## src/rtl/grid_move_engine_if.sv

```systemverilog
// ============================================================================
// Module      : grid_move_engine_if
// Description : Request/result bundle for the grid move engine. The master
//               side issues a move (start, dir, grid_in, rand_in). The slave
//               side reports status and the resulting grid.
// Revision    : 1.0 - initial release
// ============================================================================
`default_nettype none

interface grid_move_engine_if #(
  parameter int N  = 4,
  parameter int TW = 4,
  parameter int RW = 16
);
  localparam int c_gw  = N * N * TW;
  localparam int c_bcw = $clog2(N * N + 1);

  // request side
  logic               start;
  logic [3:0]         dir;
  logic [c_gw-1:0]    grid_in;
  logic [RW-1:0]      rand_in;

  // result side
  logic               busy;
  logic               done;
  logic [c_gw-1:0]    grid_out;
  logic               moved;
  logic [c_bcw-1:0]   blank_count;
  logic               lose;
  logic               win;

  modport master (
    output start, dir, grid_in, rand_in,
    input  busy, done, grid_out, moved, blank_count, lose, win
  );

  modport slave (
    input  start, dir, grid_in, rand_in,
    output busy, done, grid_out, moved, blank_count, lose, win
  );
endinterface

`default_nettype wire

```

## src/rtl/grid_move_engine.sv

```systemverilog
// ============================================================================
// Module      : grid_move_engine
// Description : Sliding-tile (2048-style) move engine. Latches a source grid
//               and a one-hot direction, slides/merges one line per cycle,
//               spawns a new tile into a random blank, then evaluates the
//               blank count, lose and win flags and reports them with done.
// Revision    : 1.0 - initial release
// ============================================================================
`default_nettype none

module grid_move_engine #(
  parameter int N   = 4,
  parameter int TW  = 4,
  parameter int RW  = 16,
  parameter int WIN = 11
) (
  input  logic              clk,
  input  logic              rst_n,
  grid_move_engine_if.slave bus
);

  localparam int c_gw  = N * N * TW;
  localparam int c_bcw = $clog2(N * N + 1);
  localparam int c_lw  = $clog2(N);

  localparam logic [TW-1:0]   c_tile_max = '1;
  localparam logic [c_lw-1:0] c_last_line = c_lw'(N - 1);

  localparam logic [2:0] c_idle  = 3'd0;
  localparam logic [2:0] c_slide = 3'd1;
  localparam logic [2:0] c_spawn = 3'd2;
  localparam logic [2:0] c_check = 3'd3;
  localparam logic [2:0] c_done  = 3'd4;

  // --------------------------------------------------------------------------
  // State
  // --------------------------------------------------------------------------
  logic [2:0]       r_state;
  logic [c_lw-1:0]  r_line;
  logic [3:0]       r_dir;
  logic [c_gw-1:0]  r_src;
  logic [c_gw-1:0]  r_grid;
  logic             r_merge_win;
  logic             r_moved;
  logic [c_bcw-1:0] r_chk_blanks;
  logic             r_chk_lose;
  logic             r_chk_win;
  logic             r_done;
  logic [c_gw-1:0]  r_grid_out;
  logic             r_moved_out;
  logic [c_bcw-1:0] r_blank_out;
  logic             r_lose_out;
  logic             r_win_out;

  // --------------------------------------------------------------------------
  // Combinational helpers
  // --------------------------------------------------------------------------
  logic             w_dir_ok;
  logic [c_gw-1:0]  w_slid;
  logic             w_merge_win;
  logic [c_bcw-1:0] w_blanks;
  logic             w_has_pair;
  logic             w_moved;
  logic [TW-1:0]    w_spawn_val;
  logic [c_gw-1:0]  w_spawned;
  logic             w_accept;

  // Flat tile index of position pos (0 = leading edge) in line ln for the
  // direction d. Up/down walk columns, left/right walk rows.
  function automatic int tile_idx(input logic [3:0] d, input int ln, input int pos);
    if (d[3])      return pos * N + ln;
    else if (d[2]) return (N - 1 - pos) * N + ln;
    else if (d[1]) return ln * N + pos;
    else           return ln * N + (N - 1 - pos);
  endfunction

  assign w_dir_ok = (r_dir != 4'b0000) && ((r_dir & (r_dir - 4'd1)) == 4'b0000);
  assign w_moved  = (r_grid != r_src);
  assign w_accept = (r_state == c_idle) && bus.start && !r_done;

  // The spawn value is 2 only when the top nibble of the random word is zero.
  assign w_spawn_val = (bus.rand_in[RW-1 -: 4] == 4'd0) ? TW'(2) : TW'(1);

  // Slide and merge the current line toward its leading edge.
  always_comb begin
    logic [TW-1:0] l_line [N];
    logic [TW-1:0] l_cmp  [N+1];
    logic [TW-1:0] l_res  [N];
    int            l_o;
    logic          l_skip;

    w_slid      = r_grid;
    w_merge_win = 1'b0;
    l_o         = 0;
    l_skip      = 1'b0;
    for (int j = 0; j < N; j++) begin
      l_line[j] = r_grid[tile_idx(r_dir, int'(r_line), j) * TW +: TW];
      l_res[j]  = '0;
    end
    for (int j = 0; j <= N; j++) begin
      l_cmp[j] = '0;
    end

    // compaction: non-zero tiles keep their order, packed toward slot 0
    for (int j = 0; j < N; j++) begin
      if (l_line[j] != '0) begin
        l_cmp[l_o] = l_line[j];
        l_o        = l_o + 1;
      end
    end

    // merge scan from the leading edge; the extra zero slot l_cmp[N] keeps
    // the look-ahead in range and never matches a non-zero tile
    l_o = 0;
    for (int j = 0; j < N; j++) begin
      if (l_skip) begin
        l_skip = 1'b0;
      end else if (l_cmp[j] != '0) begin
        if ((l_cmp[j] == l_cmp[j+1]) && (l_cmp[j] != c_tile_max)) begin
          l_res[l_o] = l_cmp[j] + 1'b1;
          if ((int'(l_cmp[j]) + 1) >= WIN) begin
            w_merge_win = 1'b1;
          end
          l_skip = 1'b1;
        end else begin
          l_res[l_o] = l_cmp[j];
        end
        l_o = l_o + 1;
      end
    end

    // an illegal direction leaves every line untouched
    if (w_dir_ok) begin
      for (int j = 0; j < N; j++) begin
        w_slid[tile_idx(r_dir, int'(r_line), j) * TW +: TW] = l_res[j];
      end
    end else begin
      w_merge_win = 1'b0;
    end
  end

  // Count blanks and look for any orthogonally equal neighbour pair.
  always_comb begin
    w_blanks   = '0;
    w_has_pair = 1'b0;
    for (int i = 0; i < N * N; i++) begin
      if (r_grid[i*TW +: TW] == '0) begin
        w_blanks = w_blanks + c_bcw'(1);
      end
    end
    for (int r = 0; r < N; r++) begin
      for (int c = 0; c < N - 1; c++) begin
        if (r_grid[(r*N + c)*TW +: TW] == r_grid[(r*N + c + 1)*TW +: TW]) begin
          w_has_pair = 1'b1;
        end
      end
    end
    for (int r = 0; r < N - 1; r++) begin
      for (int c = 0; c < N; c++) begin
        if (r_grid[(r*N + c)*TW +: TW] == r_grid[((r + 1)*N + c)*TW +: TW]) begin
          w_has_pair = 1'b1;
        end
      end
    end
  end

  // Place the spawn tile into blank number (rand_in mod blanks), row-major.
  always_comb begin
    logic [c_bcw-1:0] l_div;
    int               l_k;
    int               l_cnt;

    l_div     = (w_blanks == '0) ? c_bcw'(1) : w_blanks;
    l_k       = int'(bus.rand_in % RW'(l_div));
    l_cnt     = 0;
    w_spawned = r_grid;
    for (int i = 0; i < N * N; i++) begin
      if (r_grid[i*TW +: TW] == '0) begin
        if (l_cnt == l_k) begin
          w_spawned[i*TW +: TW] = w_spawn_val;
        end
        l_cnt = l_cnt + 1;
      end
    end
  end

  // --------------------------------------------------------------------------
  // Sequencer: IDLE -> SLIDE (N lines) -> SPAWN -> CHECK -> DONE -> IDLE.
  // The done pulse is registered on the DONE exit edge; start is not
  // accepted during that pulse so the next move begins the cycle after it.
  // --------------------------------------------------------------------------
  always_ff @(posedge clk or negedge rst_n) begin
    if (!rst_n) begin
      r_state      <= c_idle;
      r_line       <= '0;
      r_dir        <= '0;
      r_src        <= '0;
      r_grid       <= '0;
      r_merge_win  <= 1'b0;
      r_moved      <= 1'b0;
      r_chk_blanks <= '0;
      r_chk_lose   <= 1'b0;
      r_chk_win    <= 1'b0;
      r_done       <= 1'b0;
      r_grid_out   <= '0;
      r_moved_out  <= 1'b0;
      r_blank_out  <= '0;
      r_lose_out   <= 1'b0;
      r_win_out    <= 1'b0;
    end else begin
      r_done <= 1'b0;
      case (r_state)
        c_idle: begin
          if (w_accept) begin
            r_src       <= bus.grid_in;
            r_grid      <= bus.grid_in;
            r_dir       <= bus.dir;
            r_line      <= '0;
            r_merge_win <= 1'b0;
            r_state     <= c_slide;
          end
        end
        c_slide: begin
          r_grid      <= w_slid;
          r_merge_win <= r_merge_win | w_merge_win;
          r_line      <= r_line + 1'b1;
          if (r_line == c_last_line) begin
            r_state <= c_spawn;
          end
        end
        c_spawn: begin
          r_moved <= w_moved;
          if (w_moved && (w_blanks != '0)) begin
            r_grid <= w_spawned;
          end
          r_state <= c_check;
        end
        c_check: begin
          r_chk_blanks <= w_blanks;
          r_chk_lose   <= (w_blanks == '0) && !w_has_pair;
          r_chk_win    <= r_merge_win;
          r_state      <= c_done;
        end
        c_done: begin
          r_grid_out  <= r_grid;
          r_moved_out <= r_moved;
          r_blank_out <= r_chk_blanks;
          r_lose_out  <= r_chk_lose;
          r_win_out   <= r_chk_win;
          r_done      <= 1'b1;
          r_state     <= c_idle;
        end
        default: begin
          r_state <= c_idle;
        end
      endcase
    end
  end

  assign bus.busy        = (r_state != c_idle) || r_done;
  assign bus.done        = r_done;
  assign bus.grid_out    = r_grid_out;
  assign bus.moved       = r_moved_out;
  assign bus.blank_count = r_blank_out;
  assign bus.lose        = r_lose_out;
  assign bus.win         = r_win_out;

endmodule

`default_nettype wire

```

## src/flat_wrapper.sv

```systemverilog
// flat-port wrapper written by rule: the top's interface ports become plain ports
module grid_move_engine_flat 
#(
  parameter int N   = 4,
  parameter int TW  = 4,
  parameter int RW  = 16,
  parameter int WIN = 11
)
  (clk, rst_n, bus_start, bus_dir, bus_grid_in, bus_rand_in, bus_busy, bus_done, bus_grid_out, bus_moved, bus_blank_count, bus_lose, bus_win);
  grid_move_engine_if #(.N(N), .TW(TW), .RW(RW)) bus_i ();
  input  logic clk;
  input  logic rst_n;
  input wire logic [$bits(bus_i.start)-1:0] bus_start;
  input wire logic [$bits(bus_i.dir)-1:0] bus_dir;
  input wire logic [$bits(bus_i.grid_in)-1:0] bus_grid_in;
  input wire logic [$bits(bus_i.rand_in)-1:0] bus_rand_in;
  output wire logic [$bits(bus_i.busy)-1:0] bus_busy;
  output wire logic [$bits(bus_i.done)-1:0] bus_done;
  output wire logic [$bits(bus_i.grid_out)-1:0] bus_grid_out;
  output wire logic [$bits(bus_i.moved)-1:0] bus_moved;
  output wire logic [$bits(bus_i.blank_count)-1:0] bus_blank_count;
  output wire logic [$bits(bus_i.lose)-1:0] bus_lose;
  output wire logic [$bits(bus_i.win)-1:0] bus_win;
  assign bus_i.start = bus_start;
  assign bus_i.dir = bus_dir;
  assign bus_i.grid_in = bus_grid_in;
  assign bus_i.rand_in = bus_rand_in;
  assign bus_busy = bus_i.busy;
  assign bus_done = bus_i.done;
  assign bus_grid_out = bus_i.grid_out;
  assign bus_moved = bus_i.moved;
  assign bus_blank_count = bus_i.blank_count;
  assign bus_lose = bus_i.lose;
  assign bus_win = bus_i.win;
  grid_move_engine #(.N(N), .TW(TW), .RW(RW), .WIN(WIN)) u_core (.clk(clk), .rst_n(rst_n), .bus(bus_i));
endmodule
```

## config.mk

```make
export PLATFORM = sky130hd
export DESIGN_NAME = grid_move_engine_flat
export DESIGN_NICKNAME = d
export VERILOG_FILES = /design/src/rtl/grid_move_engine_if.sv /design/src/rtl/grid_move_engine.sv /design/src/flat_wrapper.sv
export SDC_FILE = /design/constraint.sdc
export NUM_CORES = 1
export LEC_CHECK = 0
export CAP_MARGIN = 25
export CORE_MARGIN = 2
export CORE_UTILIZATION = 26
export CTS_BUF_LIST = sky130_fd_sc_hd__clkbuf_4
export CTS_CLUSTER_SIZE = 16
export DETAILED_ROUTE_END_ITERATION = 8
export PLACE_DENSITY = 0.4
export SLEW_MARGIN = 30
export SYNTH_ARGS = -nofsm -noshare
export SYNTH_HDL_FRONTEND = slang
export SYNTH_SLANG_ARGS = --single-unit
```

## constraint.sdc

```tcl
create_clock -name clk -period 158.6 [get_ports clk]
set_input_delay 15.86 -clock clk [delete_from_list [all_inputs] [get_ports clk]]
set_output_delay 15.86 -clock clk [all_outputs]
set_load 0.01 [all_outputs]
```

* Word level (Yosys, flattened, before mapping) *
Index checks and enable logic that the tools add are counted.

word-level totals
  register bits = 219
  bits of input ports = 87
  output and inout bits = 74

operators by class
  $add $sub $neg = 53
  div/mod/pow operators = 1
  order comparisons = 16
  eq/ne operators = 89
  shifts and indexed selects = 12
  muxes and demuxes = 189
  bitwise logic cells = 8
  reductions and logical operators = 71

operators with widths
  operator                                                                              count
  32-bit two-way mux                                                                    20
  32-bit by 2-bit adder with 32-bit output, second input constant                       15
  30-bit two-way mux                                                                    15
  32-bit equality test                                                                  14
  64-bit bitwise mux                                                                    4
  4-bit by 33-bit variable shift with 64-bit output, first input constant               4
  4-bit by 33-bit indexed part select with 64-bit output                                4
  64-bit by 32-bit indexed part select with 4-bit output                                4
  32-bit by 1-bit less-than comparator with 1-bit output, second input constant         6
  64-bit two-way mux                                                                    3
  64-bit case mux with 3 select lines                                                   1
  4-bit two-way mux                                                                     41
  16-bit two-way mux                                                                    9
  32-bit negator with 33-bit output                                                     4
  32-bit by 5-bit greater-or-equal comparator with 1-bit output, second input constant  4
  32-bit NOT                                                                            4
  4-bit equality test                                                                   28
  16-bit bitwise mux                                                                    6
  32-bit by 3-bit greater-or-equal comparator with 1-bit output, second input constant  3
  32-bit by 4-bit greater-or-equal comparator with 1-bit output, second input constant  3
  6-bit AND reduction                                                                   16
  5-bit two-way mux                                                                     17
  4-bit logical NOT                                                                     18
  2-bit by 1-bit inequality test with 1-bit output, second input constant               36
  other kinds (41)                                                                      160

* Logic depth before layout (Yosys ltp) *
  word-level depth = 44
  gate-level depth with buffers = 430
  mapped depth without buffers = 403

* Worst setup path before layout *
OpenSTA, ideal clock, no wires.

  path type = in2reg
  start point = input port bus_rand_in[0]
  end point = register u_core.r_grid[32]
  library setup time = 125 ps
  arrival time = 82402 ps
  data required time = 158475 ps
  slack = 76073 ps
  stages on the path = 338
  cell sequence = nor4_1 nand2_1 or3_1 nand2b_1 nor2_1 a31oi_1 and2_2 or3_1 o41ai_1 ha_1 o21a_1 nor2_1 nor2b_1 o21ai_0 or2b_2 or2_2 o22ai_2 nor2_1 [... 302 more ...] nand2_4 a21oi_1 ha_1 a21o_1 a21oi_1 and2b_2 nor2_1 nand2_4 a211oi_2 clkbuf_1 nand4_1 a22oi_1 o221ai_1 a2111oi_4 or4b_1 buf_6 o41ai_4 mux2_4

on the way
  longest elaborated chain between the ends = 4

RTL lines
  element                                                     RTL line                 source
  from (decl)                                                 flat_wrapper.sv:16       input wire logic [$bits(bus_i.rand_in)-1:0] bus_rand_in;
  16-bit by 5-bit modulo with 32-bit output                   grid_move_engine.sv:174  l_k = int'(bus.rand_in % RW'(l_div));
  32-bit equality test                                        grid_move_engine.sv:179  if (l_cnt == l_k) begin
  2-bit by 1-bit inequality test with 1-bit output (no line)  --
  6-bit AND reduction (no line)                               --
  to (signal assigned)                                        grid_move_engine.sv:216  r_grid <= bus.grid_in;
  to (signal assigned)                                        grid_move_engine.sv:224  r_grid <= w_slid;
  to (signal assigned)                                        grid_move_engine.sv:234  r_grid <= w_spawned;
  to (decl)                                                   grid_move_engine.sv:42   logic [c_gw-1:0] r_grid;

Every way passes these cells.
A chain may end at the register's enable or synchronous reset.

* Final worst setup path *
  start point = input port bus_rand_in[0]
  end point = register u_core.r_grid[15]

Same word-level chain as after synthesis.

==> results.md <==
- The placeable core region is 0.168 mm^2.
- The number of fill cells is 18200.
- Relative to the synthesized area, the layout overhead comes to 10.0%.
- The flow ran to the end, and the final reports show no timing, DRC or antenna violations.
- The worst setup skew after layout is 0.0889 ns.
- Setup repair after global routing left no endpoint under its margin.
- The setup total negative slack is 0 ns.
- The critical path required time is 159.27 ns.
- The data arrival at the endpoint of the critical path is 95.75 ns.
- Counting stages on the worst path, the most repeated cell is sky130_fd_sc_hd__o21a_1.
- The post-synthesis instance total is 5555.
- The total overflow left after global routing is 0.
- The slowest stage of the critical path is the sky130_fd_sc_hd__or4b_1 cell.
- The slew at the pin closest to its max-slew limit is 1.07 ns.
- In the routed design, unresolved DRC markers number 0.
- The number of flops mapped to enable cells by yosys is 0.
- The detailed-placement wirelength estimate is 156 mm.
- After detailed routing, the total wire length is 197 mm.
- The most used flip-flop cell after synthesis is sky130_fd_sc_hd__dfrtp_1.
- The average routed wire per standard cell is 25.0 um.
- The floorplan step set the die height to 415 um.
- The worst setup path is captured at a flip-flop.
- The congestion estimate from routability-driven global placement came to 0.934.
- The path class of the tightest hold or removal check is flip-flop to flip-flop.
- Input and output buffers added on the ports amount to 160.
- The post-route netlist has 19.8% of its cells at a drive strength greater than 1.
- The highest cell delay on the worst timing path is 0.81 ns.
- The detailed router finished its first iteration with 3498 violations.
- The number of antenna violations at the first check in global routing came to 9.
- Global routing used 22.0% of the available tracks.
- The launching element type of the critical path is an input port.
- The TritonCTS clock tree is yes.
- The effective utilization at floorplan is 26.2%.
- The synthesized area is 0.0439 mm^2.
- The CTS root buffer is sky130_fd_sc_hd__clkbuf_4.
- At the end of the flow, the number of nets in the layout was 5926.
- Using the TritonRoute via totals, the vias-per-cell ratio works out to 5.66.
- The area enclosed by the die boundary is 0.172 mm^2.
- The pin count of the biggest net entering global routing is 77.
- After clock tree synthesis, the clock-pin slew on the worst setup and hold paths is 0.07 ns.
- The number of H-tree levels is 3.
- The first-pass iteration count of the detailed router is 6.
- Counting along the longest clock path gives a buffer depth of 3.
- The part of the cycle the worst path needs is 59.9%.
- The floorplan step set the die width to 415 um.
- In the layout the commonest cells are sky130_fd_sc_hd__nand2_1 (601), sky130_fd_sc_hd__nor2_1 (489), sky130_fd_sc_hd__a21oi_1 (281).
- The via count of the first global-routing pass came to 42800.
- Gates resized during post-CTS repair numbered 0.
- Synthesis inferred 219 register bits.
- The final hold violation count is 0.
- Counting the buffers created by CTS gives 70.
- The yosys synthesis warning count is 0.
- The number of hold buffers added after cts is 0.
- Across the run, the number of max-cap violations was 0.
- The count of nets left with antenna violations once routing finished came out at 0.
- CTS saw 219 sinks.
- The top fanout value on the critical path is 21.
- Synthesis instantiated 210 different standard cells from the library.
- The fmax is 10.5 MHz.
- The global-route wire length before repair is 291 mm.
- The sequential area share after synthesis is 12.5%.
- The shortest period the worst path allows is 95.07 ns.
- The critical path is of the input port to flip-flop type.
- For this run, the share of the core covered by cells in the final layout is 28.9%.
- In this run the core area contains 150 standard-cell rows.
- The max-slew violation count is 0.
- The share of synthesized flip-flops with an asynchronous set or reset is 100%.
- The count of boundary I/O pins is 161.
- The normalized max-slew margin is 28.0%.
- The post-CTS setup buffer count is 0.
- The total of endpoints with negative setup slack in the final report is 0.
- The later pin in the worst-skew pair is clocked with a latency of 0.86 ns.
- Each instance of the synthesized netlist takes up on average 7.91 um^2.
- The detailed-route via count is 44600.
- The most common cell after layout, fill and taps aside is sky130_fd_sc_hd__nand2_1.
## worst max-delay path, delay by kind of cell
family	cells	cell delay, ns
simple gates	136	37.46
compound gates	141	30.09
fa+ha+maj	27	8.36
mux	7	2.27
buf+inv	7	1.59
## layer usage
layer,up-vias,track usage (%),routed length [um]
met3,220,2.62,10500
met1,22000,31.0,93200
met2,1397,34.9,87900
li1,21000,-,-
met4,8,6.40,5570
met5,-,0,64
## cell families (layout without fill, tap and decap cells)
family	after synthesis	after routing	share of synthesized area, %
buffers and inverters	383	490	5.18
AO/OA/AOI/OAI	1543	1543	26.3
multiplexers	389	389	10.4
other	1	21	0.00853
flip-flops	219	219	12.5
AND/OR/NAND/NOR	2313	2313	28.9
adder cells (fa/ha/maj)	205	205	5.85
XOR/XNOR	502	502	10.9
## synth_stat cells (20+ instances only)
cell type                   count  area (um^2)
sky130_fd_sc_hd__nand3_1      164          821
sky130_fd_sc_hd__nand4_1       78          488
sky130_fd_sc_hd__clkbuf_8      25          344
sky130_fd_sc_hd__or4_1         20          150
sky130_fd_sc_hd__clkbuf_1     125          469
sky130_fd_sc_hd__a31oi_1       64          400
sky130_fd_sc_hd__o2111ai_1     22          193
sky130_fd_sc_hd__buf_1         33          124
sky130_fd_sc_hd__o21a_1       101          758
sky130_fd_sc_hd__buf_6         51          574
sky130_fd_sc_hd__inv_1         93          349
sky130_fd_sc_hd__mux4_2        21          473
sky130_fd_sc_hd__nor3_1       212         1060
sky130_fd_sc_hd__a21o_2        33          289
sky130_fd_sc_hd__o21ai_1       34          170
sky130_fd_sc_hd__a21oi_1      284         1420
sky130_fd_sc_hd__a22oi_1       28          210
sky130_fd_sc_hd__and3_1        42          263
sky130_fd_sc_hd__mux2_2       203         2290
sky130_fd_sc_hd__o211a_1       22          220
sky130_fd_sc_hd__a211oi_1      72          541
sky130_fd_sc_hd__nor2b_1       34          213
sky130_fd_sc_hd__xor2_1       196         1720
sky130_fd_sc_hd__nand2_1      602         2260
sky130_fd_sc_hd__and2_2        32          240
sky130_fd_sc_hd__xnor2_1      271         2370
sky130_fd_sc_hd__and2_1        53          332
sky130_fd_sc_hd__o21ai_0      282         1410
sky130_fd_sc_hd__o31ai_1       50          375
sky130_fd_sc_hd__nand2b_1      37          231
sky130_fd_sc_hd__mux2i_1      121         1210
sky130_fd_sc_hd__nor3_2        21          210
sky130_fd_sc_hd__mux2_1        21          236
sky130_fd_sc_hd__ha_1         198         2480
sky130_fd_sc_hd__or2b_2        26          228
sky130_fd_sc_hd__nor4_1        95          594
sky130_fd_sc_hd__dfrtp_1      219         5480
sky130_fd_sc_hd__o211ai_1      76          571
sky130_fd_sc_hd__nor2_1       491         1840
sky130_fd_sc_hd__and2b_2       20          175
sky130_fd_sc_hd__and3_2        22          165
sky130_fd_sc_hd__or2_2         41          257
sky130_fd_sc_hd__or3_1         38          238
## metrics by stage
step	hold WS, ns	cell area (um^2)	setup slack, ns	cells
after floorplan	0.438	44000	76.07	5570
after global placement	0.473	47400	65.25	7771
after detailed placement	0.478	47500	63.25	7771
after CTS	0.490	48300	63.88	7881
after global routing	0.524	48400	56.55	7885
final	0.486	48400	63.53	7886
## state kept, by name, indices dropped and copies added (netlist names)
register	flops
u_core.bus.blank_count	5
u_core.r_src	64
u_core.r_chk_win	1
u_core.r_line	2
u_core.bus.moved	1
u_core.r_merge_win	1
u_core.r_chk_blanks	5
u_core.r_dir	4
u_core.bus.done	1
u_core.r_state	3
u_core.r_grid	64
u_core.r_chk_lose	1
u_core.bus.grid_out	64
u_core.bus.win	1
u_core.r_moved	1
u_core.bus.lose	1
## worst paths after layout
path	start	to	slack, ns	depth (start not counted)
worst max-delay path	bus_rand_in[0]	u_core.r_grid[15]	63.53	318
worst min-delay path	u_core.r_chk_blanks[1]	u_core.r_chk_blanks[1]	0.49	2
worst max register to register	u_core.r_grid[4]	u_core.r_grid[15]	65.38	380
worst min register to register	u_core.r_chk_blanks[1]	u_core.r_chk_blanks[1]	0.49	2
max in group asynchronous	rst_n	u_core.bus.blank_count[3]	142.33	2
min in group asynchronous	rst_n	u_core.bus.grid_out[16]	14.98	1
## area by class of cell
cell class / instances / area [um^2] / share of cell area [%]
diodes: 5 / 12.5 / 0.0259
clock inverters: 18 / 133 / 0.274
inverters: 103 / 389 / 0.805
flip-flops and latches: 219 / 5480 / 11.3
repair buffers: 277 / 2490 / 5.15
well taps: 2204 / 2760 / 5.70
clock buffers: 92 / 691 / 1.43
multi-input cells: 4968 / 36400 / 75.3
Power is not shown: default switching activity piles up to over one toggle a cycle in this logic, so the estimate is an artifact.
